<file path="config.mk">
export PLATFORM = sky130hd
export DESIGN_NAME = rfphoenix_dcache_wrbuf
export DESIGN_NICKNAME = d
export VERILOG_FILES = /design/src/rtl/rfphoenix_dcache_wrbuf.sv
export SDC_FILE = /design/constraint.sdc
export NUM_CORES = 2
export LEC_CHECK = 0
export ABC_CLOCK_PERIOD_IN_PS = 4400
export BUFFER_PORTS_ARGS = -buffer_cell sky130_fd_sc_hd__buf_4
export CELL_PAD_IN_SITES_DETAIL_PLACEMENT = 1
export CELL_PAD_IN_SITES_GLOBAL_PLACEMENT = 1
export CORE_AREA = 3 3 572 517
export CTS_CLUSTER_SIZE = 12
export DETAILED_ROUTE_END_ITERATION = 7
export DIE_AREA = 0 0 575 520
export GPL_ROUTABILITY_DRIVEN = 0
export PLACE_DENSITY = 0.88
export SLEW_MARGIN = 30
export SYNTH_ARGS = -nofsm -noshare
export SYNTH_HDL_FRONTEND = slang
export SYNTH_SLANG_ARGS = --single-unit
</file>
<file path="constraint.sdc">
create_clock -name clk -period 4.4 [get_ports clk]
set_input_delay 0.44 -clock clk [delete_from_list [all_inputs] [get_ports clk]]
set_output_delay 0.44 -clock clk [all_outputs]
set_load 0.01 [all_outputs]
</file>
<file path="src/rtl/rfphoenix_dcache_wrbuf.sv">
// Store write buffer between the dcache write-enable generator and the data RAM.
// Merges stores to pending lines and drains one line per cycle when the read port is idle.
module rfphoenix_dcache_wrbuf #(
    parameter int DEPTH = 4,
    parameter int AWID  = 32,
    parameter int LOBIT = 6,
    parameter int WAYS  = 4
) (
    input  logic                         clk,
    input  logic                         rst_n,
    input  logic                         wr,
    input  logic [AWID-1:0]              wr_adr,
    input  logic [$clog2(WAYS)-1:0]      wr_way,
    input  logic [(8<<LOBIT)-1:0]        wr_dat,
    input  logic [(1<<LOBIT)-1:0]        wr_sel,
    input  logic                         rd_busy,
    input  logic [AWID-1:0]              rd_adr,
    output logic                         ram_we,
    output logic [AWID-LOBIT-1:0]        ram_adr,
    output logic [$clog2(WAYS)-1:0]      ram_way,
    output logic [(8<<LOBIT)-1:0]        ram_dat,
    output logic [(1<<LOBIT)-1:0]        ram_sel,
    output logic                         rd_hazard,
    output logic [$clog2(DEPTH):0]       count,
    output logic                         full,
    output logic                         empty,
    output logic                         ovf
);
    localparam int WW = $clog2(WAYS);
    localparam int LW = AWID - LOBIT;
    localparam int SW = 1 << LOBIT;
    localparam int DW = 8 * SW;
    localparam int PW = $clog2(DEPTH);
    localparam int CW = PW + 1;

    logic [DEPTH-1:0] valid_q, valid_d;
    logic [LW-1:0]    line_q [DEPTH];
    logic [LW-1:0]    line_d [DEPTH];
    logic [WW-1:0]    way_q  [DEPTH];
    logic [WW-1:0]    way_d  [DEPTH];
    logic [DW-1:0]    dat_q  [DEPTH];
    logic [DW-1:0]    dat_d  [DEPTH];
    logic [SW-1:0]    sel_q  [DEPTH];
    logic [SW-1:0]    sel_d  [DEPTH];

    logic [PW-1:0] head_q, head_d, tail_q, tail_d;
    logic [CW-1:0] count_q, count_d;
    logic          ovf_q, ovf_d;
    logic          ram_we_q, ram_we_d;
    logic [LW-1:0] ram_adr_q, ram_adr_d;
    logic [WW-1:0] ram_way_q, ram_way_d;
    logic [DW-1:0] ram_dat_q, ram_dat_d;
    logic [SW-1:0] ram_sel_q, ram_sel_d;

    logic [LW-1:0]    wr_line, rd_line;
    logic [DEPTH-1:0] hit, haz;
    logic             pop, merge, alloc, drop;
    logic             unused_lo;

    assign wr_line   = wr_adr[AWID-1:LOBIT];
    assign rd_line   = rd_adr[AWID-1:LOBIT];
    assign unused_lo = ^{wr_adr[LOBIT-1:0], rd_adr[LOBIT-1:0]};

    // The head entry leaving this edge is not a merge target: the store must land in a fresh entry.
    for (genvar gi = 0; gi < DEPTH; gi++) begin : g_cmp
        assign hit[gi] = valid_q[gi] && (line_q[gi] == wr_line) && (way_q[gi] == wr_way)
                         && !(pop && (head_q == PW'(gi)));
        assign haz[gi] = valid_q[gi] && (line_q[gi] == rd_line);
    end

    assign pop   = (count_q != '0) && !rd_busy;
    assign merge = wr && (|hit);
    assign alloc = wr && !merge && ((count_q != CW'(DEPTH)) || pop);
    assign drop  = wr && !merge && (count_q == CW'(DEPTH)) && !pop;

    always_comb begin
        valid_d   = valid_q;
        line_d    = line_q;
        way_d     = way_q;
        dat_d     = dat_q;
        sel_d     = sel_q;
        head_d    = head_q;
        tail_d    = tail_q;
        ovf_d     = ovf_q | drop;
        ram_we_d  = 1'b0;
        ram_adr_d = ram_adr_q;
        ram_way_d = ram_way_q;
        ram_dat_d = ram_dat_q;
        ram_sel_d = ram_sel_q;

        if (pop) begin
            ram_we_d        = 1'b1;
            ram_adr_d       = line_q[head_q];
            ram_way_d       = way_q[head_q];
            ram_dat_d       = dat_q[head_q];
            ram_sel_d       = sel_q[head_q];
            valid_d[head_q] = 1'b0;
            head_d          = head_q + 1'b1;
        end

        // Allocation after pop: when full, tail equals the head slot just vacated.
        if (merge) begin
            for (int i = 0; i < DEPTH; i++) begin
                if (hit[i]) begin
                    for (int b = 0; b < SW; b++) begin
                        if (wr_sel[b]) dat_d[i][8*b +: 8] = wr_dat[8*b +: 8];
                    end
                    sel_d[i] = sel_q[i] | wr_sel;
                end
            end
        end else if (alloc) begin
            valid_d[tail_q] = 1'b1;
            line_d[tail_q]  = wr_line;
            way_d[tail_q]   = wr_way;
            dat_d[tail_q]   = wr_dat;
            sel_d[tail_q]   = wr_sel;
            tail_d          = tail_q + 1'b1;
        end

        count_d = count_q + CW'(alloc) - CW'(pop);
    end

    always_ff @(posedge clk or negedge rst_n) begin
        if (!rst_n) begin
            valid_q   <= '0;
            head_q    <= '0;
            tail_q    <= '0;
            count_q   <= '0;
            ovf_q     <= 1'b0;
            ram_we_q  <= 1'b0;
            ram_adr_q <= '0;
            ram_way_q <= '0;
            ram_dat_q <= '0;
            ram_sel_q <= '0;
        end else begin
            valid_q   <= valid_d;
            head_q    <= head_d;
            tail_q    <= tail_d;
            count_q   <= count_d;
            ovf_q     <= ovf_d;
            ram_we_q  <= ram_we_d;
            ram_adr_q <= ram_adr_d;
            ram_way_q <= ram_way_d;
            ram_dat_q <= ram_dat_d;
            ram_sel_q <= ram_sel_d;
        end
    end

    // Payload is only meaningful under a valid bit, so it needs no reset.
    always_ff @(posedge clk) begin
        line_q <= line_d;
        way_q  <= way_d;
        dat_q  <= dat_d;
        sel_q  <= sel_d;
    end

    assign ram_we    = ram_we_q;
    assign ram_adr   = ram_adr_q;
    assign ram_way   = ram_way_q;
    assign ram_dat   = ram_dat_q;
    assign ram_sel   = ram_sel_q;
    assign rd_hazard = |haz;
    assign count     = count_q;
    assign full      = (count_q == CW'(DEPTH));
    assign empty     = (count_q == '0);
    assign ovf       = ovf_q;

endmodule

</file>
# After elaboration in Yosys (flattened, before gate mapping)
# Index checks and enable logic that the tools add are counted.
# totals
regBits	3033
out_inout_bits	612
wordCells	797
# op_classes
add_sub_neg	4
n_lt_le_gt_ge	7
eq_ne	85
muxes	108
n_bitwise	11
n_reduce_logical	304
# op_table
cell	count
$mux 2048	2
$mux 512	7
$bwmux 2048	1
$bmux 512 s2	1
$demux 512 s2	1
$reduce_and 3->1	256
$mux 256	2
$mux 8	64
$mux 64	7
$bwmux 256	1
$or 64x64->64	4
$eq 26x26->1	8
$ne 2x2->1 const B	68
$bmux 64 s2	1
$demux 64 s2	1
$bwmux 104	1
$mux 26	3
$bmux 26 s2	1
$demux 26 s2	1
$logic_and 1x1->1	29
$mux 4	3
$reduce_and 2->1	5
$bwmux 8	1
$eq 2x2->1	4
29 further kinds	47

# Logic depth before layout (Yosys ltp)
# depth
ltp_word	12
ltp_mapped	16

# Least setup slack after synthesis
# OpenSTA, ideal clock, no wires.
# synth_path
path_type	register -> register
from	register head_q[0]
to	register sel_q[192] (netlist bit), enable pin
arrival_time_ns	4.219
required_time_ns	3.982
setup_slack_ns	-0.237
stages_incl_launch_ff	15
path_buffers	6
period_less_slack_ns	4.637
cell_sequence	dfrtp_1 clkbuf_1 clkbuf_1 buf_1 inv_1 ha_1 inv_1 o21ai_1 nor3_1 or4_4 buf_2 o21a_1 buf_6 buf_6 inv_1
# synth_between
elab_chain_cells	11
word_cells_on_any_way	24
cone_classes	4 x eq/ne; 20 x reduce/logical
# synth_lines
element	line	source
start, declared	46	logic [PW-1:0] head_q, head_d, tail_q, tail_d;
start signal, assigned	126	head_q <= '0;
start signal, assigned	137	head_q <= head_d;
$eq 2x1->1, or another cell as far along	67	&& !(pop && (head_q == PW'(gi)));
$logic_and 1x1->1	67	
$logic_not 1->1	67	
$logic_and 1x1->1	67	
$reduce_or 4->1	72	assign merge = wr && (|hit);
$logic_and 1x1->1	72	
$logic_not 1->1	73	assign alloc = wr && !merge && ((count_q != CW'(DEPTH)) || pop);
$logic_and 1x1->1 (2 in series)	73	
$reduce_bool 2->1 (no line)	-	
$reduce_and 2->1 (no line) (*)	-	
end signal, assigned	154	sel_q <= sel_d;
end, declared	43	logic [SW-1:0] sel_q [DEPTH];
# Every way passes the cells marked *; elsewhere a longest branch is shown, timed or not.
# A chain may end at the register's enable or synchronous reset.

==> metrics.yaml <==
logic_synthesis:
  synthCells: 9300
  syn_avg_cell_area_um2: 14.02
  synthAdderAreaFrac_pct: 0.1017
  synthXorXnorAreaFrac_pct: 1.478
  synth_compound_gate_area_share_pct: 1.074
  synth_cell_types: 34
  synth_mux_area_share_pct: 10.44
  ys_warn_count: 0
  synth_edf_count: 2416
  ys_seq_area_share_pct: 67.50
  synth-async-reset-ratio_pct: 20.34
  ys.flop_type: "edfxtp_1"
  synth-simple-area-share_pct: 17.32
  synth.most_common_cell: "edfxtp_1"
  synthTopCellsByCount: "edfxtp_1 (2416), nor2b_1 (2112), nand2_1 (1818), dfrtp_1 (617), mux4_2 (604)"
  syn_nets: 9956
  syn-cell-area_um2: 130400
  ys_top_cells_by_area: "edfxtp_1 (56%), dfrtp_1 (12%), mux4_2 (10%)"
  synth_seq_cells: 3033
  synth_largest_area_cell: "edfxtp_1"
  synth_top_area_share_pct: 55.66
  synth_top_family_by_area: "simple AND/OR/NAND/NOR gates"
worst_setup_path:
  reg2reg_setup_slack_ps: -240
  r2r_end: "dat_q[1632]"
  endpoint_kind: "register"
  crit_arrival_ps: 5280
  r2r.worst_path.cells: 10
  critPathLaunchType: "register"
  cp.required_ps: 5040
  r2r_start: "line_q[24]"
  critical_path_class: "register to register"
  cp_max_fo: 57
floorplan:
  dieHeight_um: 520
  start_util_pct: 44.83
  io_pins: 1258
  row_count: 188
  die_w_um: 575
  die_area_um2: 299000
  core_um2: 290700
run_status:
  violations: "negative setup slack"
  status: "finished with violations"
power:
  swShare_pct: 39.01
  p_leak_nw: 60.28
  p_seq_share_pct: 39.6
  internal-power_mw: 72.02
  p_switching_mw: 46.07
  p_comb_share_pct: 36.4
  powerDensity_nw_per_um2: 732.2
  p_clk_share_pct: 24.0
  ir_worst_vdd_mv: 0.8253
place:
  dpl_worst_slack_ps: 174.1
  placed_cell_area_um2: 144300
  dp_hpwl_mm: 314.5
  placed_cells: 14025
  io_buffers: 1245
timing:
  tns_ps: -754.8
  period_share_pct: 105.5
  tightest_slew_ps: 1142
  fmax_mhz: 215.5
  finalCriticalPeriod_ps: 4641
  finalClockSkew_ps: 93.38
  hold_viol_final: 0
  setup_slack_ps: -240.7
  maxSlewHeadroom_pct: 23.87
  slew_violations: 0
  setup_viol: 33
layout:
  syn2layout_area_growth_pct: 23.72
  register_area_um2: 88000
  layout.nets: 11719
  finalInstanceArea_um2: 161300
  drive_above_1_share_pct: 22.37
  finalNonFillerCells: 15420
  multi_input_area_um2: 39800
  fin_util_pct: 55.47
  fill_cells: 28039
clocking:
  worst_skew_pair.late_latency_ps: 970
  clkSinkCount: 3033
  cts_buffers: 323
  cts_max_level: 5
  cts_tree: "yes"
  clockBufferDepth: 4
  postCtsSetupRepairBufs: 0
  root_buffer: "clkbuf_16"
  clk_pin_slew_ps: 80
min_path:
  hold_class: "primary input to asynchronous set/reset pin"
drt:
  dr.pass1.iters: 6
  detailroute.via_count: 95922
  routed-wl-met3_mm: 66.88
  drc: 0
  ant_nets: 0
  wl_per_cell_um: 36.29
  wl_met2_mm: 259.7
  highest_layer: "met5"
  drt_iter0_drc: 13201
  wirelength_mm: 559.6
  viasPerCell: 6.221
  wl_met1_mm: 182.1
grt:
  grt_usage_pct: 36.03
  grt.overflow.total: 0
  grt_max_degree: 147
  antenna_found_initial: 166
  grt_pass1_wl_mm: 777.7
  grt_pass1_vias: 101082
flow_run:
  max-cap-violations: 0
[how the worst max path moves through the flow]
stage / startpoint / end / slack [ps] / cells past startpoint
6_report: line_q[24] / dat_q[1632] / -240 / 10
5_1_grt: line_q[24] / dat_q[1632] / -200 / 10
4_1_cts: line_q[24] / dat_q[528] / 230 / 8
3_5_place_dp: wr_adr[30] / dat_q[1920] / 170 / 9
3_3_place_gp: wr_adr[30] / dat_q[1920] / 270 / 9
2_1_floorplan: head_q[0] / sel_q[0] / 60 / 13
[sequential cells by signal (all words and copies together), names as in the netlist]
register  cells
line_q      104
ram_dat     512
ram_sel      64
sel_q       256
way_q         8
valid_q       4
ram_adr      26
ram_way       2
dat_q      2048
count         3
tail_q        2
head_q        2
ovf           1
ram_we        1
[cell families after synthesis]
group,count (synthesis)
flip-flops,3033
adder cells (fa/ha/maj),10
XOR/XNOR,220
AND/OR/NAND/NOR,4543
buffers and inverters,616
multiplexers,605
AO/OA/AOI/OAI,273
[cell usage in the layout (no fill, tap or decap), drive strengths merged]
cell	Yosys	routed
o21bai	2	2
dlygate4sd3	0	607
xnor2	64	64
nor2	520	520
edfxtp	2416	2416
a21oi	257	257
clkinv	1	65
xor2	156	156
or4	1	1
dfrtp	617	617
nand4	25	25
o21ai	9	9
or2	1	1
o21a	2	2
inv	15	25
diode	0	189
clkbuf	280	511
fa	1	1
o41a	1	1
nor4	43	43
nor3b	1	1
nand3	9	9
ha	9	9
mux2	1	1
bufinv	0	7
mux4	604	604
o21ba	2	2
nor3	13	13
nor2b	2112	2112
buf	320	1431
clkinvlp	0	6
nand2	1818	1818
[through the flow]
stage / power (mW) / hold WS (ps)
2_1_floorplan: 66.21 / 144.4
3_5_place_dp: 84.79 / 464.7
5_1_grt: 120.6 / 160.0
4_1_cts: 113.5 / 73.42
6_report: 118.1 / 197.0
3_3_place_gp: 82.08 / 460.0
[critical path, stage by stage (launching register included)]
cell	delay (ps)
edfxtp_1	460
xor2_1	190
nor4_1	690
nand4_1	420
nor3_1	400
o41a_4	470
buf_4	260
nor2_4	90
buf_12	170
buf_12	300
nor2b_1	800
[layout make-up]
type | count | share of cell area [%]
Sequential cell | 3033 | 54.56
Multi-Input combinational cell | 5651 | 24.68
Timing Repair Buffer | 2038 | 11.00
Clock buffer | 511 | 5.795
Tap cell | 3895 | 3.022
Clock inverter | 87 | 0.5989
Antenna cell | 189 | 0.2933
Inverter | 16 | 0.05120
[power by group through the flow]
| stage | Combinational, mW | Clock [mW] | Sequential (mW) |
|---|---|---|---|
| final | 43.0 | 28.3 | 46.8 |
| after global routing | 44.3 | 29.2 | 47.1 |
| after CTS | 40.3 | 27.4 | 45.8 |
| after detailed placement | 38.7 | 0 | 46.1 |
| after global placement | 37.0 | 0 | 45.1 |
| after floorplan | 20.7 | 0 | 45.5 |
[timing repair]
action	CTS	global route
hold endpoints to repair	2456	0
hold buffers	607	0
resized for setup	0	2
endpoints found under the setup margin	0	279
[per-layer routing]
metal | vias up | track usage, %
li1 | 36188 | -
met1 | 48753 | 41.80
met2 | 8281 | 57.80
met3 | 2626 | 10.36
met4 | 74 | 25.13
met5 | - | 0.6177
(Power assumes the default switching activity.)
